$ cat src/rtl/mem_port_arbiter.sv
// Two-port round-robin arbiter in front of a single-port word RAM.
// Each access takes IDLE -> ACCESS -> RESP, so back-to-back accesses complete every 3 cycles.
// Accesses outside the RAM write nothing and read back 0.
//
//   state  | meaning
//   IDLE   | waiting for a request; the arbitration winner is latched on exit
//   ACCESS | RAM address/data/enables driven from the latched request
//   RESP   | registered RAM data returned; ready pulses on the granted port
module mem_port_arbiter #(
    parameter int WORDS = 32,
    parameter int AW    = 5
) (
    input  logic          clk,
    input  logic          reset,
    input  logic          p0_valid,
    input  logic [31:0]   p0_addr,
    input  logic [31:0]   p0_wdata,
    input  logic [3:0]    p0_wstrb,
    output logic          p0_ready,
    output logic [31:0]   p0_rdata,
    input  logic          p1_valid,
    input  logic [31:0]   p1_addr,
    input  logic [31:0]   p1_wdata,
    input  logic [3:0]    p1_wstrb,
    output logic          p1_ready,
    output logic [31:0]   p1_rdata,
    output logic [3:0]    ram_wen,
    output logic [AW-1:0] ram_addr,
    output logic [31:0]   ram_wdata,
    input  logic [31:0]   ram_rdata,
    output logic          busy,
    output logic          oob_err
);

    typedef enum logic [1:0] {IDLE, ACCESS, RESP} state_t;

    localparam logic [31:0] WORDS_U = 32'(WORDS);

    state_t          state, state_nxt;
    logic            last_grant;
    logic            gnt_q;
    logic [AW-1:0]   addr_q;
    logic [31:0]     wdata_q;
    logic [3:0]      wstrb_q;
    logic            oob_q;

    logic            any_valid;
    logic            sel;
    logic [31:0]     sel_addr;
    logic [31:0]     sel_wdata;
    logic [3:0]      sel_wstrb;
    logic            sel_oob;
    // Byte-offset bits of the address are deliberately ignored (word RAM).
    logic            addr_lsb_unused;

    // Round-robin pick: a tie goes to the port that was not served last.
    always_comb begin
        any_valid = p0_valid | p1_valid;
        sel       = (p0_valid && p1_valid) ? ~last_grant : p1_valid;
        sel_addr  = sel ? p1_addr  : p0_addr;
        sel_wdata = sel ? p1_wdata : p0_wdata;
        sel_wstrb = sel ? p1_wstrb : p0_wstrb;
        sel_oob   = (sel_addr[31:AW+2] != '0) ||
                    ({{(32-AW){1'b0}}, sel_addr[AW+1:2]} >= WORDS_U);
        addr_lsb_unused = ^sel_addr[1:0];
    end

    // State register.
    always_ff @(posedge clk or posedge reset) begin
        if (reset) state <= IDLE;
        else       state <= state_nxt;
    end

    // Next-state logic: fixed three-step sequence once a request is seen.
    always_comb begin
        state_nxt = state;
        case (state)
            IDLE:    if (any_valid) state_nxt = ACCESS;
            ACCESS:  state_nxt = RESP;
            RESP:    state_nxt = IDLE;
            default: state_nxt = IDLE;
        endcase
    end

    // Latch the winning request on leaving IDLE; record who was served during ACCESS.
    always_ff @(posedge clk or posedge reset) begin
        if (reset) begin
            last_grant <= 1'b1;
            gnt_q      <= 1'b0;
            addr_q     <= '0;
            wdata_q    <= '0;
            wstrb_q    <= '0;
            oob_q      <= 1'b0;
        end else begin
            if (state == IDLE && any_valid) begin
                gnt_q   <= sel;
                addr_q  <= sel_addr[AW+1:2];
                wdata_q <= sel_wdata;
                wstrb_q <= sel_wstrb;
                oob_q   <= sel_oob;
            end
            if (state == ACCESS) last_grant <= gnt_q;
        end
    end

    // Outputs decode from state so an async reset kills a pending write at once.
    always_comb begin
        ram_addr  = addr_q;
        ram_wdata = wdata_q;
        ram_wen   = 4'b0;
        busy      = (state != IDLE);
        p0_ready  = 1'b0;
        p1_ready  = 1'b0;
        p0_rdata  = '0;
        p1_rdata  = '0;
        oob_err   = 1'b0;
        case (state)
            ACCESS: if (!oob_q) ram_wen = wstrb_q;
            RESP: begin
                oob_err = oob_q;
                if (gnt_q) begin
                    p1_ready = 1'b1;
                    p1_rdata = oob_q ? '0 : ram_rdata;
                end else begin
                    p0_ready = 1'b1;
                    p0_rdata = oob_q ? '0 : ram_rdata;
                end
            end
            default: ;
        endcase
    end

endmodule

$ cat config.mk
export PLATFORM = sky130hd
export DESIGN_NAME = mem_port_arbiter
export DESIGN_NICKNAME = d
export VERILOG_FILES = /design/src/rtl/mem_port_arbiter.sv
export SDC_FILE = /design/constraint.sdc
export NUM_CORES = 1
export LEC_CHECK = 0
export BUFFER_PORTS_ARGS = -buffer_cell sky130_fd_sc_hd__buf_4
export CORE_MARGIN = 2
export CORE_UTILIZATION = 25
export CTS_BUF_LIST = sky130_fd_sc_hd__clkbuf_4
export CTS_CLUSTER_DIAMETER = 150
export DETAILED_ROUTE_END_ITERATION = 7
export PLACE_DENSITY = 0.65
export SETUP_SLACK_MARGIN = 0.02
export SLEW_MARGIN = 20
export SYNTH_ARGS = -nofsm -noshare
export SYNTH_HDL_FRONTEND = slang
export SYNTH_SLANG_ARGS = --single-unit
$ cat constraint.sdc
create_clock -name clk -period 1.8 [get_ports clk]
set_input_delay 0.27 -clock clk [delete_from_list [all_inputs] [get_ports clk]]
set_output_delay 0.27 -clock clk [all_outputs]
set_load 0.01 [all_outputs]
==> impl_results.md, run 1 <==
* CTS Buf Count at 5
* Depth of the CTS H-tree at 2
* Initial antenna violation count at 1
* Fillers at 1,036
* CP endpoint kind: primary output
* Post-Place Cell Area at 4982 um2
* Clock buffer depth at 2
* Sequential share of power at 0.312
* Crit path DAT at 1.49 ns
* Synthesized Nets at 501
* Pin count of the biggest net entering global routing at 43
* Post-route ant nets at 0
* Worst setup SP type: flop
* Area Overhead vs Synth at 87.90%
* Top-area cell type share of the netlist area at 0.4065
* Cell Pwr Density at 1134 nW/um2
* DIE WIDTH at 109.3 um
* Top Ports at 281
* Worst Tran Pin Value at 0.5296 ns
* Synth area leader: dfrtp_1
* Die area at 11,940 um2
* Clock root buffer: clkbuf_4
* Clk_lat worst skew at 0.34 ns
* Cells on worst reg2reg path at 6
* Fin crit period at 1.763 ns
* Vias per cell at 4.447
* Routability Congestion at 0.7729
* Grt total ovfl at 0
* Setup violators final at 0
* Max Clock Skew at 0.009474 ns
* RSZ-0062 raised after global routing: yes
* Hold-critical path depth at 3
* Routed wire length per instance at 14.29 um
* Cell area after layout at 5205 um2
* Post-place setup slack at 0.2168 ns
* Effective utilization at floorplan at 0.2555
* Max Transition Viols Final at 0
* Logic gate share of total power at 0.606
* Crit path kind: flop to primary output
* Min-delay worst type: input pin to flop
* Setup ws final at 0.03685 ns
* Gr usage total at 0.1619
* Layout cell share with drive strength beyond 1 at 0.5341
* Synth Cell Area at 2770 um2
* Sequential element share of the synthesized area at 0.4160
* Max-slew headroom at 0.6464
* Die Ht at 109.3 um
* Required time of the critical path at 1.53 ns
* CTS tree: yes
* Vias at 3,300
* Avg Cell Area, Syn at 8.420 um2
* Period utilisation layout at 0.9795
* NetSw at 2.330 mW
* Dpl hpwl at 8623 um
* DR iter-0 viols at 198
* DR DRC count at 0
* Area of the core at 10,840 um2
* Yosys cell types at 25
* Final Hold Viols at 0
* Routed Wire Length at 10,600 um
* Switching Fraction at 0.3948
* Max-cap viol count at 0
* Pre-Repair DR Iteration Count at 4
* Status: complete, no violations
* Leak pwr at 2.584 nW
* Cell Rows at 38
* IO buf count at 276
* Vias in the first global route at 3,015
* Nets at 773
* CTS sink count at 46
* Clock-pin slew on the worst setup and hold paths at 0.13 ns
* Yosys warnings at 0
* Largest cells by area after synthesis: dfrtp_1, mux2i_1, nor2_1, nand2b_1, a21oi_1
* Synth Instances at 329
* Fmax at 567.2 MHz
* Max VDD drop at 0.4761 mV
* Flops & latches, synth at 46
* Largest driver fanout on the critical path at 16
* Int Power at 3.571 mW
* First-pass GRT wire length at 15,010 um
* Clock power share at 0.082
layout make-up:
class	instances	area, um2	area share
repair buffers	289	2287	0.4394
multi-input cells	256	1524	0.2928
flip-flops and latches	46	1152	0.2214
well taps	140	175.2	0.03365
clock buffers	7	52.55	0.01010
inverters	3	11.26	0.002163
diodes	1	2.502	0.0004808
final timing paths:
| kind | startpoint | end | slack, ns |
|---|---|---|---|
| max in group asynchronous | reset | ram_wdata[10]$_DFFE_PP0P_ | 0.75 |
| min | p0_wdata[26] | ram_wdata[26]$_DFFE_PP0P_ | 0.22 |
| min in group asynchronous | reset | ram_addr[2]$_DFFE_PP0P_ | 0.52 |
| min reg2reg | ram_addr[4]$_DFFE_PP0P_ | ram_addr[4]$_DFFE_PP0P_ | 0.54 |
| max reg2reg | state[1]$_DFFE_PP0P_ | ram_wdata[7]$_DFFE_PP0P_ | 0.30 |
| max | state[0]$_DFFE_PP0P_ | p0_rdata[11] | 0.04 |
power groups by stage:
stage	clock, mW	combinational [mW]	sequential [mW]
finish	0.481	3.58	1.84
floorplan	0	1.65	2.01
CTS	0.522	3.44	1.85
detailed placement	0	3.37	1.86
global placement	0	3.31	1.83
global route	0.559	3.89	1.91
sequential cells by signal, summed over array words and instances, names as in the netlist:
register,count
oob_q,1
last_grant,1
ram_addr,5
state,2
ram_wdata,32
gnt_q,1
wstrb_q,4
repair_timing:
| action | CTS | global route |
|---|---|---|
| setup buffers | 1 | 2 |
| setup endpoints to repair | 70 | 70 |
| hold buffers | 1 | 0 |
| resized for setup | 9 | 25 |
| pin swaps | 0 | 4 |
| endpoints found under the hold margin | 21 | 0 |
| cloned | 0 | 1 |
worst max-delay path: stages (launching register included):
cell and delay [ns]:
dfrtp_1 0.44, nor2b_4 0.15, nand2b_2 0.12, clkbuf_16 0.20, nor2_2 0.11, buf_4 0.13
per-layer routing:
layer / wire (um) / track usage / up-vias
li1: - / - / 1638
met1: 3895 / 0.1729 / 1501
met2: 5706 / 0.3088 / 149
met3: 768 / 0.03467 / 12
met4: 229 / 0.06058 / 0
met5: 0 / 0 / -
cells in the final DEF (no fill, tap or decap), types with 4 or more instances in the layout:
| cell type | count |
|---|---|
| mux2i_1 | 41 |
| buf_12 | 6 |
| dfrtp_1 | 45 |
| nor4_1 | 10 |
| nand2b_1 | 32 |
| clkbuf_4 | 7 |
| buf_4 | 275 |
| a21oi_1 | 41 |
| buf_6 | 6 |
| and2_4 | 4 |
| nor2_1 | 97 |
| nor2_2 | 11 |
cells in the mapped netlist (all sizes together):
master / number
o31ai: 1
or2: 1
nand4: 3
clkbuf: 7
a21oi: 41
dfstp: 1
o22ai: 1
inv: 3
nor2b: 3
nor3: 2
nand2: 1
nand4b: 1
and2: 5
nand2b: 33
mux2: 2
dfrtp: 45
mux2i: 41
nor2: 109
a21boi: 1
buf: 17
nor4: 10
o21ai: 1
cells by family after synthesis:
kind of cell	count (synthesis)	synth area share
AOI/OAI and AO/OA	45	0.08356
and+or+nand+nor	168	0.2837
buffers and inverters	27	0.06052
muxes	43	0.1563
DFF	46	0.4160
through the flow:
stage / std cells / power [mW] / utilization / hold WS (ns) / TNS [ns]
3_5_place_dp: 729 / 5.225 / 0.4596 / 0.3540 / 0
5_1_grt: 742 / 6.359 / 0.4801 / 0.1982 / -1.247
3_3_place_gp: 729 / 5.143 / 0.4596 / 0.3525 / 0
4_1_cts: 738 / 5.806 / 0.4690 / 0.1997 / -0.002939
6_report: 742 / 5.901 / 0.4801 / 0.2228 / 0
2_1_floorplan: 329 / 3.665 / - / 0.4423 / 0
Power figures use the tool's default switching activity.
==> run 2, diff against run 1 <==
- CORE_AREA: not set -> 2 2 110 112
- CORE_MARGIN: 2 -> not set
- CORE_UTILIZATION: 25 -> not set
- DIE_AREA: not set -> 0 0 112 114
- PLACE_DENSITY: 0.65 -> 0.63
- SKIP_CTS_REPAIR_TIMING: not set -> 1
==> impl_results.md, run 2 (synthesis gave the netlist of run 1 again) <==
* Layout cell share with drive strength beyond 1 at 0.5125 (-0.02159)
* First-pass GRT wire length at 15,950 um (+6.2%)
* Post-layout util at 0.4379 (-0.04222)
* CTS tree: yes
* IO buf count at 276 (unchanged)
* CTS sink count at 46 (unchanged)
* Reg2reg setup slack at 0.31 ns (about the same)
* Reg2Reg Launch Point: state[1]$_DFFE_PP0P_
* Routability Congestion at 0.9262 (+20%)
* Max Transition Viols Final at 0 (unchanged)
* Clock buffer depth at 2 (unchanged)
* Setup violators final at 0 (unchanged)
* Clk_lat worst skew at 0.35 ns (about the same)
* Routed wire length per instance at 13.67 um (-4.3%)
* Crit path kind: flop to primary output
* Worst hold slack at 0.2096 ns (-0.01324 ns)
* Most frequent cells in the layout: buf_4, nor2_1, dfrtp_1
* Depth of the CTS H-tree at 2 (unchanged)
* Vias per cell at 4.408 (-0.90%)
* Crit path DAT at 1.46 ns (-0.03 ns)
* Worst Tran Pin Value at 0.4173 ns (-0.1123 ns)
* Post-route setup TNS at 0 ns (unchanged)
* Pre-Repair DR Iteration Count at 4 (unchanged)
* Vias in the first global route at 3,269 (+8.4%)
* Cell Pwr Density at 1130 nW/um2 (-0.36%)
* Max VDD drop at 0.5143 mV (+8.0%)
* Area of the core at 11,710 um2 (+8.0%)
* ANT cells at 0 (-1)
* Grt total ovfl at 0 (unchanged)
* Fmax at 579.2 MHz (+2.1%)
* Status: complete, no violations
* Max reg flops at 32 (unchanged)
* Routed Wire Length at 10,200 um (-3.8%)
* Die Ht at 114 um (+4.3%)
* Vias at 3,288 (-0.36%)
* Critical Path Start: state[1]$_DFFE_PP0P_
* Layout Cells excl Fill at 746 (+0.54%)
* Required time of the critical path at 1.53 ns (about the same)
* Min-delay worst type: input pin to flop
* DIE WIDTH at 112 um (+2.5%)
* Critical R2R Capture: ram_wdata[1]$_DFFE_PP0P_
* Max-cap viol count at 0 (unchanged)
* CTS Buf Count at 5 (unchanged)
* Post-route ant nets at 0 (unchanged)
* Cells on worst reg2reg path at 5 (-1)
* RSZ-0062 raised after global routing: yes
* Largest driver fanout on the critical path at 33 (+17)
* Clock-pin slew on the worst setup and hold paths at 0.13 ns (about the same)
* Placed Cells at 737 (+1.1%)
* Worst setup SP type: flop
* Max Clock Skew at 0.01369 ns (+0.004220 ns)
* Final Hold Viols at 0 (unchanged)
* Max-slew headroom at 0.7214 (+0.07498)
* DR DRC count at 0 (unchanged)
* CP endpoint kind: primary output
* Dpl hpwl at 8569 um (-0.63%)
* Cell Rows at 40 (+5.3%)
* Die area at 12,770 um2 (+6.9%)
* Gr usage total at 0.1536 (-0.008215)
* Period utilisation layout at 0.9592 (-0.02037)
* Effective utilization at floorplan at 0.2365 (-0.01900)
* Area Overhead vs Synth at 85.14%
* Setup crit end: p0_rdata[7]
* Fin crit period at 1.726 ns (-0.03667 ns)
* Nets at 771 (-0.26%)
* Clock root buffer: clkbuf_4
* DR iter-0 viols at 174 (-12%)
* Pin count of the biggest net entering global routing at 50 (+16%)
* Commonest non-fill, non-tap cell in the layout: buf_4
* Initial antenna violation count at 0 (-1)
* Top Ports at 281 (unchanged)
* Leak pwr at 2.553 nW (-1.2%)
[run 2: cell type report]
type / count / area, um2
clock buffer: 5 / 37.54
clock inverter: 2 / 33.78
fill: 1172 / 6583
inverter: 3 / 11.26
multi-input combinational: 256 / 1486
sequential: 46 / 1152
tap: 147 / 183.9
timing repair buffer: 287 / 2223
[run 2: routing by layer]
| metal | track usage | up-vias | share of wire |
|---|---|---|---|
| met1 | 0.1776 | 1482 | 0.38 |
| met4 | 0.03902 | 0 | 0.017 |
| li1 | - | 1629 | - |
| met3 | 0.04251 | 14 | 0.087 |
| met2 | 0.2816 | 163 | 0.51 |
| met5 | 0 | - | 0 |
[run 2: critical path: stages (launching register included)]
cell	delay [ns]
dfrtp_1	0.39
nor2b_2	0.19
nand2b_1	0.11
buf_12	0.18
nor2_1	0.12
buf_4	0.13
[run 2: through the flow]
step / power (mW) / instance area, um2 / worst slack [ns]
2_1_floorplan: 3.665 / 2770 / 0.4439
3_3_place_gp: 5.113 / 4986 / 0.3125
3_5_place_dp: 5.187 / 4986 / 0.2758
4_1_cts: 5.806 / 5057 / -0.1425
5_1_grt: 6.277 / 5129 / -0.05429
6_report: 5.794 / 5129 / 0.07353
[run 2: worst min path at each step]
stage,startpoint,end,cells after the start
after floorplan,state[1]$_DFFE_PP0P_,state[1]$_DFFE_PP0P_,1
after global placement,reset,ram_wdata[7]$_DFFE_PP0P_,2
after detailed placement,reset,ram_wdata[7]$_DFFE_PP0P_,2
after CTS,reset,ram_wdata[5]$_DFFE_PP0P_,2
after global routing,p0_wdata[21],ram_wdata[21]$_DFFE_PP0P_,3
final,p0_wdata[31],ram_wdata[31]$_DFFE_PP0P_,3
[run 2: report_power, final]
part | switching [mW] | internal (mW) | total (mW)
sequential | 0.296 | 1.55 | 1.84
clock | 0.313 | 0.281 | 0.594
combinational | 1.65 | 1.71 | 3.35
